===== src/rtl/da_pkg.sv =====
// -----------------------------------------------------------------------------
// da_pkg
// Shared types and constants for the distributed-arithmetic FIR control path.
//   da_state_t  : sequencer FSM state encoding
//   cnt_width() : width of the bit-slice index for a given sample width
//   STB_*       : bit positions of the per-cycle strobe vector; the accumulator
//                 block decodes the same vector, so keep these stable.
// -----------------------------------------------------------------------------
package da_pkg;

    typedef enum logic [1:0] {
        IDLE  = 2'd0,
        LOAD  = 2'd1,
        SHIFT = 2'd2,
        DONE  = 2'd3
    } da_state_t;

    function automatic int cnt_width(input int word_width);
        return $clog2(word_width);
    endfunction

    localparam int STB_XWE  = 0;  // parallel load into first subfilter
    localparam int STB_EN   = 1;  // chain shift / ROM enable
    localparam int STB_TS   = 2;  // sign-time (MSB slice)
    localparam int STB_CLR  = 3;  // accumulator preload (SWb)
    localparam int STB_LAST = 4;  // accumulator final add (SWa)
    localparam int STB_W    = 5;

endpackage


===== src/rtl/da_bit_counter.sv =====
// -----------------------------------------------------------------------------
// da_bit_counter
// Bit-slice index counter. Counts 0 .. WORD_WIDTH-1 while enabled; the
// synchronous clear has priority over the enable so the owner can wrap it on
// the terminal count in the same cycle.
// Ports:
//   clk_i    : clock
//   rst_n_i  : asynchronous active-low reset
//   clr_i    : synchronous clear to 0
//   en_i     : increment enable
//   cnt_o    : current bit-slice index
//   tc_o     : high when cnt_o == WORD_WIDTH-1
// -----------------------------------------------------------------------------
module da_bit_counter
    import da_pkg::*;
#(
    parameter int WORD_WIDTH = 16
) (
    input  logic                             clk_i,
    input  logic                             rst_n_i,
    input  logic                             clr_i,
    input  logic                             en_i,
    output logic [cnt_width(WORD_WIDTH)-1:0] cnt_o,
    output logic                             tc_o
);

    localparam int            CW     = cnt_width(WORD_WIDTH);
    localparam logic [CW-1:0] TC_VAL = CW'(WORD_WIDTH - 1);

    logic [CW-1:0] cnt_q;

    always_ff @(posedge clk_i or negedge rst_n_i) begin
        if (!rst_n_i) begin
            cnt_q <= '0;
        end else if (clr_i) begin
            cnt_q <= '0;
        end else if (en_i) begin
            cnt_q <= cnt_q + CW'(1);
        end
    end

    assign cnt_o = cnt_q;
    assign tc_o  = (cnt_q == TC_VAL);

endmodule


===== src/rtl/da_sequencer.sv =====
// -----------------------------------------------------------------------------
// da_sequencer
// Control sequencer for the bit-serial DA FIR subfilter chain. Takes one
// parallel sample per valid/ready handshake, loads it into the first subfilter,
// runs word_width bit-slice cycles, then presents out_valid until downstream
// accepts it.
//
//   state | meaning
//   ------+--------------------------------------------------------------
//   IDLE  | waiting for a sample, in_ready=1
//   LOAD  | one cycle: parallel-load strobe x_we, chain enabled
//   SHIFT | word_width cycles, one bit-slice per cycle, bit_cnt 0..ww-1
//   DONE  | result valid, chain frozen; accepts next sample when out_ready
//
// Ports:
//   clk, rst (async, active low)
//   in_valid/in_ready/x_in   : upstream sample handshake
//   x, x_we                  : registered sample and its load strobe
//   en, Ts, acc_clr, acc_last: chain enable and accumulator control strobes
//   bit_cnt                  : current bit-slice index
//   out_valid/out_ready      : downstream result handshake
//   busy                     : high in any state other than IDLE
//
// All strobes are decoded from the registered state and counter, so an async
// reset forces them low immediately without waiting for a clock edge.
// -----------------------------------------------------------------------------
module da_sequencer
    import da_pkg::*;
#(
    parameter int word_width   = 16,
    parameter int filter_order = 3
) (
    input  logic                             clk,
    input  logic                             rst,
    input  logic                             in_valid,
    output logic                             in_ready,
    input  logic [word_width-1:0]            x_in,
    output logic [word_width-1:0]            x,
    output logic                             x_we,
    output logic                             en,
    output logic                             Ts,
    output logic                             acc_clr,
    output logic                             acc_last,
    output logic [cnt_width(word_width)-1:0] bit_cnt,
    output logic                             out_valid,
    input  logic                             out_ready,
    output logic                             busy
);

    if (word_width < 2) begin : g_bad_word_width
        $error("da_sequencer: word_width must be at least 2");
    end
    if (filter_order < 1) begin : g_bad_filter_order
        $error("da_sequencer: filter_order must be at least 1");
    end

    localparam int CW = cnt_width(word_width);

    da_state_t             state_q;
    logic [word_width-1:0] x_q;
    logic [CW-1:0]         cnt;
    logic                  cnt_tc;
    logic                  cnt_en;
    logic                  cnt_clr;
    logic [STB_W-1:0]      stb;

    // Counter runs only in SHIFT and is held at 0 elsewhere, so LOAD always
    // hands SHIFT a zero index and the wrap on the MSB slice is a plain clear.
    assign cnt_en  = (state_q == SHIFT);
    assign cnt_clr = (state_q != SHIFT) || cnt_tc;

    da_bit_counter #(
        .WORD_WIDTH (word_width)
    ) u_bit_counter (
        .clk_i   (clk),
        .rst_n_i (rst),
        .clr_i   (cnt_clr),
        .en_i    (cnt_en),
        .cnt_o   (cnt),
        .tc_o    (cnt_tc)
    );

    always_ff @(posedge clk or negedge rst) begin
        if (!rst) begin
            state_q <= IDLE;
            x_q     <= '0;
        end else begin
            case (state_q)
                IDLE: begin
                    if (in_valid) begin
                        x_q     <= x_in;
                        state_q <= LOAD;
                    end
                end
                LOAD: begin
                    state_q <= SHIFT;
                end
                SHIFT: begin
                    if (cnt_tc) begin
                        state_q <= DONE;
                    end
                end
                DONE: begin
                    if (out_ready) begin
                        if (in_valid) begin
                            x_q     <= x_in;
                            state_q <= LOAD;
                        end else begin
                            state_q <= IDLE;
                        end
                    end
                end
                default: begin
                    state_q <= IDLE;
                end
            endcase
        end
    end

    always_comb begin
        stb = '0;
        case (state_q)
            LOAD: begin
                stb[STB_XWE] = 1'b1;
                stb[STB_EN]  = 1'b1;
            end
            SHIFT: begin
                stb[STB_EN]   = 1'b1;
                stb[STB_CLR]  = (cnt == '0);
                stb[STB_TS]   = cnt_tc;
                stb[STB_LAST] = cnt_tc;
            end
            default: begin
                stb = '0;
            end
        endcase
    end

    // Back-to-back accept out of DONE only when the current result leaves in
    // the same cycle; in_ready stays low throughout reset.
    assign in_ready  = rst && ((state_q == IDLE) ||
                               ((state_q == DONE) && out_ready));
    assign x         = x_q;
    assign x_we      = stb[STB_XWE];
    assign en        = stb[STB_EN];
    assign Ts        = stb[STB_TS];
    assign acc_clr   = stb[STB_CLR];
    assign acc_last  = stb[STB_LAST];
    assign bit_cnt   = cnt;
    assign out_valid = (state_q == DONE);
    assign busy      = (state_q != IDLE);

endmodule


===== config.mk =====
export PLATFORM = sky130hd
export DESIGN_NAME = da_sequencer
export DESIGN_NICKNAME = d
export VERILOG_FILES = /design/src/rtl/da_pkg.sv /design/src/rtl/da_bit_counter.sv /design/src/rtl/da_sequencer.sv
export SDC_FILE = /design/constraint.sdc
export NUM_CORES = 1
export LEC_CHECK = 0
export BUFFER_PORTS_ARGS = -buffer_cell sky130_fd_sc_hd__buf_2
export CORE_MARGIN = 2
export CORE_UTILIZATION = 46
export DETAILED_ROUTE_END_ITERATION = 7
export PLACE_DENSITY_LB_ADDON = 0.08
export SLEW_MARGIN = 20
export SYNTH_ARGS = -nofsm -noshare
export SYNTH_HDL_FRONTEND = slang
export SYNTH_SLANG_ARGS = --single-unit

===== constraint.sdc =====
create_clock -name clk -period 2 [get_ports clk]
set_input_delay 0.5 -clock clk [delete_from_list [all_inputs] [get_ports clk]]
set_output_delay 0.5 -clock clk [all_outputs]
set_load 0.05 [all_outputs]

Word level (Yosys, flattened, before mapping)
Cells that the tools add are included.
{"block": "word_totals", "regBits": 22, "in_bits": 20, "out_inout_bits": 28, "elab_cells": 37}
{"block": "op_classes", "addsub": 1, "n_reduce_logical": 12, "mux": 13, "n_eq_ne": 8}
{"operator": "$mux 16", "count": 2}
{"operator": "$pmux 16 s2", "count": 1}
{"operator": "$mux 4", "count": 2}
{"operator": "$pmux 2 s4", "count": 1}
{"operator": "$mux 2", "count": 3}
{"operator": "$ne 2x2->1 const B", "count": 3}
{"operator": "$reduce_bool 2->1", "count": 3}
{"operator": "$add 4x1->4 const B", "count": 1}
{"operator": "$eq 2x2->1 const B", "count": 2}
{"operator": "$eq 4x4->1 const B", "count": 1}
{"operator": "$logic_not 4->1", "count": 1}
{"operator": "$mux 1", "count": 3}
{"operator": "$mux 3", "count": 1}
{"operator": "$reduce_and 3->1", "count": 1}
{"operator": "$eq 2x1->1 const B", "count": 1}
{"operator": "$logic_and 1x1->1", "count": 2}
{"operator": "$logic_not 2->1", "count": 1}
{"operator": "$logic_or 1x1->1", "count": 2}
{"operator": "$ne 2x1->1 const B", "count": 1}
{"operator": "$reduce_and 2->1", "count": 1}
{"operator": "$reduce_or 2->1", "count": 1}

Longest topological paths before layout
Gate-level depths: netlist of the first run.
{"block": "depth", "ltp_word": 4, "depth_mapped": 6, "depth_no_buf": 5}

Modules after synthesis
A second synthesis of the first run with hierarchy kept.
{"block": "hier_totals", "cells_unflattened": 77, "area_unflattened_um2": 1077.3}
{"module": "da_sequencer", "instances": 1, "cells_per_inst": 60, "seq_area_each_um2": 450.4, "area_per_inst_um2": 878.3}
{"module": "da_bit_counter", "instances": 1, "cells_per_inst": 17, "seq_area_each_um2": 100.1, "area_per_inst_um2": 198.9}

Least setup slack after synthesis of the first run
Ideal clock, no wire load.
{"block": "synth_timing", "path_type": "reg-to-output", "start": "register state_q[0]", "end": "output port acc_clr", "t_required_ns": 1.500, "arrival_time_ns": 2.452, "path_buffers": 0, "stages_incl_launch_ff": 5, "slack_ns": -0.952, "path_cell_list": "dfrtp_1 > inv_1 > ha_1 > inv_1 > nor4b_1"}
{"block": "synth_via", "elab_chain_len": 2}
{"item": "start, declared", "line_no": "da_sequencer.sv:59", "rtl": "da_state_t state_q;"}
{"item": "start signal, assigned", "line_no": "da_sequencer.sv:85", "rtl": "state_q <= IDLE;"}
{"item": "start signal, assigned", "line_no": "da_sequencer.sv:92", "rtl": "state_q <= LOAD;"}
{"item": "start signal, assigned", "line_no": "da_sequencer.sv:96", "rtl": "state_q <= SHIFT;"}
{"item": "$eq 2x2->1", "line_no": "da_sequencer.sv:122", "rtl": "case (state_q)"}
{"item": "$mux 3", "line_no": "da_sequencer.sv:122"}
{"item": "end, declared", "line_no": "da_sequencer.sv:42", "rtl": "output logic acc_clr,"}
No other way between the ends.

Final worst setup path of the first run
{"block": "layout_timing", "start": "register state_q[0]", "end": "output port in_ready"}
{"block": "layout_via", "elab_chain_len": 4, "word_cells_on_any_way": 5, "classes_between": "eq/ne: 1; reduce/logical: 4"}
{"item": "$eq 2x2->1", "line_no": "da_sequencer.sv:142", "rtl": "((state_q == DONE) && out_ready));"}
{"item": "$logic_and 1x1->1", "line_no": "da_sequencer.sv:142"}
{"item": "$logic_or 1x1->1 *", "line_no": "da_sequencer.sv:141", "rtl": "assign in_ready = rst && ((state_q == IDLE) ||"}
{"item": "$logic_and 1x1->1 *", "line_no": "da_sequencer.sv:141"}
{"item": "end, declared", "line_no": "da_sequencer.sv:36", "rtl": "output logic in_ready,"}
Mark *: on every way between the ends. The rest lies on a longest branch, timed or not.

==> impl_metrics.csv, run 1 <==
group,metric,value,unit
timing,period_needed,2.02,ns
finish,final_util,70.8,%
grt,grt_pass1_vias,734,
floorplanning,start_util,48.5,%
critical_path,end_kind,"primary output",
synth,netlist_area,1070,sq um
grt,grt_max_degree,23,
grt,grtUsageTotal,16.0,%
synth,netlist_instances,76,
placed_design,place_inst,152,
timing,worst_pin_slew,0.290,ns
synth,synth.top_cell.area_share,51.3,%
cts,cts_buffer_depth,2,
timing,finalHoldViolCount,0,
timing,relSlewSlack,80.6,%
timing,max_freq,0.494,GHz
critical_path,crit_type,"reg2out",
cts,clock_latency,0.30,ns
synth,ys_warn_count,0,
cts,ctsRootBufferMaster,"clkbuf_4",
grt,antenna_found_initial,0,
cts,ctsHoldBuffers,0,
finish,drive_gt1_share,69.6,%
outcome,violations,"setup timing",
timing,fin_skew,0.00801,ns
cts,htree_levels,1,
outcome,outcome,"finished with violations",
critical_path,critPathMaxFanout,5,
cts,cts_tree,"yes",
cts,cts_buffers,3,
finish,fin_cells,163,
synth,synth_commonest_cells,"dfrtp_1, mux2_4, ha_1, inv_1, mux2_2",
drt,wire_per_inst,13.5,um
placed_design,dp_hpwl,1.55,mm
timing,slew_viol_final,0,
synth,ys_seq_area_share,51.3,%
placed_design,globalplace.congestion,0.759,
grt,grt_pass1_wl,3.19,mm
floorplanning,die_y,52.3,um
critical_path,cp_slowest_cell,"dfrtp_1",
synth,async_reset_ff_share,100,%
placed_design,io_buffer_count,47,
critical_path,crit_arrival,1.52,ns
critical_path,start_kind,"register",
synth,yosys-top-cells-area,"dfrtp_1, mux2_4, ha_1, mux2_2, inv_1",
floorplanning,die_area,2740,sq um
synth,synth_ff_type,"dfrtp_1",
timing,period_share,101,%
synth,yosys.area.top_type,"dfrtp_1",
critical_path,crit_chain,"buf_6, ha_4, and2_4, o21a_1, buf_6",
synth,synth_area_per_cell,14.1,sq um
min_path,hp-class,"in2async",
floorplanning,coreArea,2210,sq um
placed_design,post-place-ws,0.174,ns
synth,synthesis.nets,103,
run,drv_cap,0,
critical_path,critical-path-max-stage-delay,0.43,ns
drt,drc_errors,0,
timing,fin_ws,-0.0238,ns
synth,synth_most_common_cell,"dfrtp_1",
critical_path,path_common_cell,"buf_6",
timing,rsz0062_at_grt,"yes",
drt,vias_per_cell,4.83,
drt,finalWirelength,2.20,mm
floorplanning,die_w,52.3,um
critical_path,crit_required,1.50,ns
drt,detail-route-antenna-nets,0,
grt,grt_overflow,0,
drt,vias,788,
floorplanning,io_pins,48,
cts,clock-sinks,22,
timing,setup_viol,1,
finish,diodes,0,
synth,synth_edf_count,0,
finish,synthToLayoutAreaGrowth,45.8,%
synth,yosys_register_bits,22,
finish,nets,163,
cts,path_clk_slew,0.13,ns
drt,drtIter0Drc,3,
floorplanning,fp-row-count,17,
synth,synth_cell_types,24,
drt,drt_first_pass_iters,4,
timing,fin_tns_setup,-0.0238,ns
[sequential cells by signal (all words and copies together) (netlist names)]
name,cells
x,16
state_q,2
u_bit_counter.cnt_o,4
[kinds of logic (layout without fill, tap and decap cells)]
logic type,Yosys count,in the layout,share of synthesized area [%]
DFF,22,22,51.3
muxes,17,17,21.3
and+or+nand+nor,14,14,7.46
buffers and inverters,8,67,3.85
adders and majority gates,7,7,8.16
AOI/OAI and AO/OA,6,6,6.29
xor gates and xnor gates,2,2,1.63
[per-stage QoR]
stage	hold WS, ns	area, sq um
floorplan	0.204	1110
global placement	0.473	1390
detailed placement	0.478	1390
CTS	0.177	1460
global route	0.194	1570
finish	0.185	1570
[critical path, delay by kind of cell, from the launching register on]
family | cells | cell delay [ns]
buffers and inverters | 2 | 0.29
adder cells (fa/ha/maj) | 1 | 0.17
AO/OA/AOI/OAI | 1 | 0.20
flip-flops | 1 | 0.43
AND/OR/NAND/NOR | 1 | 0.14
[cell usage in the layout (no fill, tap or decap), drive strengths merged]
cell type,count
a2111oi,1
a211oi,2
a2bb2oi,1
and2,1
and3,1
buf,57
bufinv,1
clkbuf,3
dfrtp,22
ha,7
inv,6
mux2,17
nand2,1
nand3,2
nor2,5
nor2b,3
nor4b,1
o21a,1
o21ai,1
xnor2,1
xor2,1
[layout make-up]
type / instances / area [sq um]
Fill cell: 169 / 647
Sequential cell: 22 / 557
Tap cell: 28 / 35.0
Multi-Input combinational cell: 46 / 532
Clock inverter: 1 / 30.0
Inverter: 6 / 25.0
Clock buffer: 3 / 22.5
Timing Repair Buffer: 57 / 364
[worst paths after layout]
check                                                        start                            endpoint  slack [ns]  cells after the start
worst max-delay path                        state_q[0]$_DFFE_PN0P_                            in_ready       -0.02                      5
worst min-delay path                                           rst                   x[13]$_DFFE_PN0P_        0.18                      2
worst max register to register              state_q[0]$_DFFE_PN0P_                    x[4]$_DFFE_PN0P_        0.26                      7
worst min register to register  u_bit_counter.cnt_o[0]$_DFFE_PN0P_  u_bit_counter.cnt_o[0]$_DFFE_PN0P_        0.49                      1
max in group asynchronous                                      rst              state_q[1]$_DFFE_PN0P_        1.57                      2
min in group clk                                           x_in[6]                    x[6]$_DFFE_PN0P_        0.42                      2
[what timing repair did]
item,CTS,global route
setup endpoints to repair,4,4
buffers inserted,1,6
resized for setup,6,13
pin swaps,0,3
cloned,0,0
[routing by layer]
layer / up-vias / track usage, % / share of wire [%]
li1: 377 / - / -
met5: - / 0 / 0
met2: 27 / 26.5 / 51
met3: 2 / 2.86 / 6.0
met1: 382 / 20.5 / 42
met4: 0 / 6.41 / 0.64
Power of run 1 is not shown: default switching activity piles up to over one toggle a cycle in this logic, so the estimate is an artifact.
==> run 2: changes to the inputs <==
--- a/config.mk
+++ b/config.mk
@@ -8,6 +8,7 @@
 export BUFFER_PORTS_ARGS = -buffer_cell sky130_fd_sc_hd__buf_2
 export CORE_MARGIN = 2
 export CORE_UTILIZATION = 46
+export CTS_BUF_LIST = sky130_fd_sc_hd__clkbuf_4 sky130_fd_sc_hd__clkbuf_8 sky130_fd_sc_hd__clkbuf_16
 export DETAILED_ROUTE_END_ITERATION = 7
 export PLACE_DENSITY_LB_ADDON = 0.08
 export SLEW_MARGIN = 20
==> constraint.sdc (replaced) <==
create_clock -name clk -period 2 [get_ports clk]
set_input_delay 0.5 -clock clk [delete_from_list [all_inputs] [get_ports clk]]
set_output_delay 0.5 -clock clk [all_outputs]
set_load 0.02 [all_outputs]
==> impl_metrics.csv, run 2 (synthesized netlist as in run 1, its figures left out) <==
group,metric,value,unit
floorplanning,die_w,52.3,um
timing,rsz0062_at_grt,"yes",
cts,clock_latency,0.31,ns
timing,fin_skew,0.00895,ns
timing,slew_viol_final,0,
grt,grt_pass1_wl,3.28,mm
outcome,violations,"setup timing",
timing,fin_tns_setup,-0.0215,ns
critical_path,start_kind,"register",
drt,vias_per_cell,4.83,
finish,final_cell_mix,"buf_2, dfrtp_1, mux2_4, mux2_2, buf_4",
finish,drive_gt1_share,65.6,%
power,p_leak,0.776,nW
cts,path_clk_slew,0.13,ns
timing,fin_ws,-0.0215,ns
timing,max_freq,0.495,GHz
drt,drt_first_pass_iters,2,
timing,period_needed,2.02,ns
drt,finalWirelength,2.09,mm
grt,grt-busiest-layer,"met2",
grt,grtUsageTotal,16.6,%
floorplanning,fp-row-count,17,
critical_path,reg2regPathDepth,6,
grt,gr-usage-met1,20.5,%
run,drv_cap,0,
grt,gr-usage-met2,27.1,%
critical_path,reg2reg_setup_slack,0.31,ns
finish,largest_reg_flops,16,
floorplanning,die_y,52.3,um
floorplanning,start_util,48.5,%
min_path,hp-class,"in2async",
drt,detail-route-antenna-nets,0,
critical_path,startpoint,"state_q[0]$_DFFE_PN0P_",
critical_path,cp-endpoint,"acc_clr",
power,ir_drop,0.00108,V
critical_path,rr_startpoint,"state_q[1]$_DFFE_PN0P_",
timing,setup_viol,1,
cts,cts_buffer_depth,2,
floorplanning,io_pins,48,
floorplanning,die_area,2740,sq um
finish,synthToLayoutAreaGrowth,37.5,%
cts,ctsRootBufferMaster,"clkbuf_4",
finish,final_common_cell,"buf_2",
critical_path,crit_arrival,1.52,ns
drt,drtIter0Drc,5,
cts,htree_levels,1,
drt,drc_errors,0,
finish,nets,159,
placed_design,dp_hpwl,1.53,mm
placed_design,globalplace.congestion,0.791,
cts,cts_buffers,3,
power,pwr_density_cell,1730,nW/um^2
outcome,outcome,"finished with violations",
drt,vias,768,
grt,grt_max_degree,23,
grt,grt_overflow,0,
timing,finalHoldViolCount,0,
grt,use_met3,4.29,%
critical_path,crit_type,"reg2out",
grt,antenna_found_initial,0,
timing,worst_pin_slew,0.280,ns
cts,clock-sinks,22,
grt,grt_pass1_vias,781,
timing,period_share,101,%
critical_path,critPathMaxFanout,5,
drt,wire_per_inst,13.2,um
placed_design,io_buffer_count,47,
critical_path,end_kind,"primary output",
timing,relSlewSlack,81.3,%
placed_design,post-place-ws,0.210,ns
cts,ctsHoldBuffers,0,
floorplanning,coreArea,2210,sq um
finish,diodes,0,
critical_path,crit_required,1.50,ns
critical_path,r2r-end,"x[0]$_DFFE_PN0P_",
cts,cts_tree,"yes",
-- run 2: changes by cell type in the layout (fill, tap and decap cells not counted), sizes merged --
cell and change:
buf -4
-- run 2: layout make-up --
type	instances	area, sq um
timing repair buffer	53	295
clock inverter	1	30.0
tap	28	35.0
fill	186	736
inverter	6	25.0
multi-input combinational	46	517
clock buffer	3	22.5
sequential	22	552
-- run 2: stage by stage --
stage | power [mW] | hold WS [ns] | area (sq um) | util (%) | std cells
5_1_grt | 2.72 | 0.200 | 1480 | 66.7 | 159
2_1_floorplan | 1.73 | 0.204 | 1080 | - | 76
3_3_place_gp | 2.08 | 0.484 | 1360 | 61.4 | 151
4_1_cts | 2.51 | 0.176 | 1440 | 65.0 | 156
3_5_place_dp | 2.11 | 0.486 | 1360 | 61.4 | 151
6_report | 2.56 | 0.177 | 1480 | 66.7 | 159
-- run 2: layer usage --
layer	vias up	wire, um
met5	-	0
met2	28	997
met1	367	931
met4	0	19
li1	371	-
met3	2	146
-- run 2: what timing repair did --
item / CTS / global route
endpoints found under the hold margin: 0 / 0
gates resized for setup: 6 / 5
endpoints found under the setup margin: 3 / 4
buffers inserted: 1 / 3
pin swaps: 0 / 2
cloned: 0 / 0
-- run 2: worst min path at each step --
stage	slack [ns]	cells after the start	to	from
global placement	0.48	1	x[14]$_DFFE_PN0P_	x[14]$_DFFE_PN0P_
detailed placement	0.49	1	x[15]$_DFFE_PN0P_	x[15]$_DFFE_PN0P_
floorplan	0.20	0	state_q[0]$_DFFE_PN0P_	rst
CTS	0.18	2	u_bit_counter.cnt_o[2]$_DFFE_PN0P_	rst
global route	0.20	2	x[11]$_DFFE_PN0P_	rst
finish	0.18	2	u_bit_counter.cnt_o[1]$_DFFE_PN0P_	rst
-- run 2: power by group --
| group | switching, mW | internal [mW] |
|---|---|---|
| clock network | 0.133 | 0.202 |
| logic | 0.736 | 0.704 |
| registers | 0.129 | 0.653 |
| total | 0.999 | 1.56 |
-- run 2: worst max-delay path, cell delays in order (launching register included) --
cell and delay, ns:
dfrtp_1 0.43, inv_2 0.11, ha_4 0.17, inv_4 0.05
nor4b_4 0.26, buf_4 0.18
Note: power is estimated with default switching activity, not from simulation.
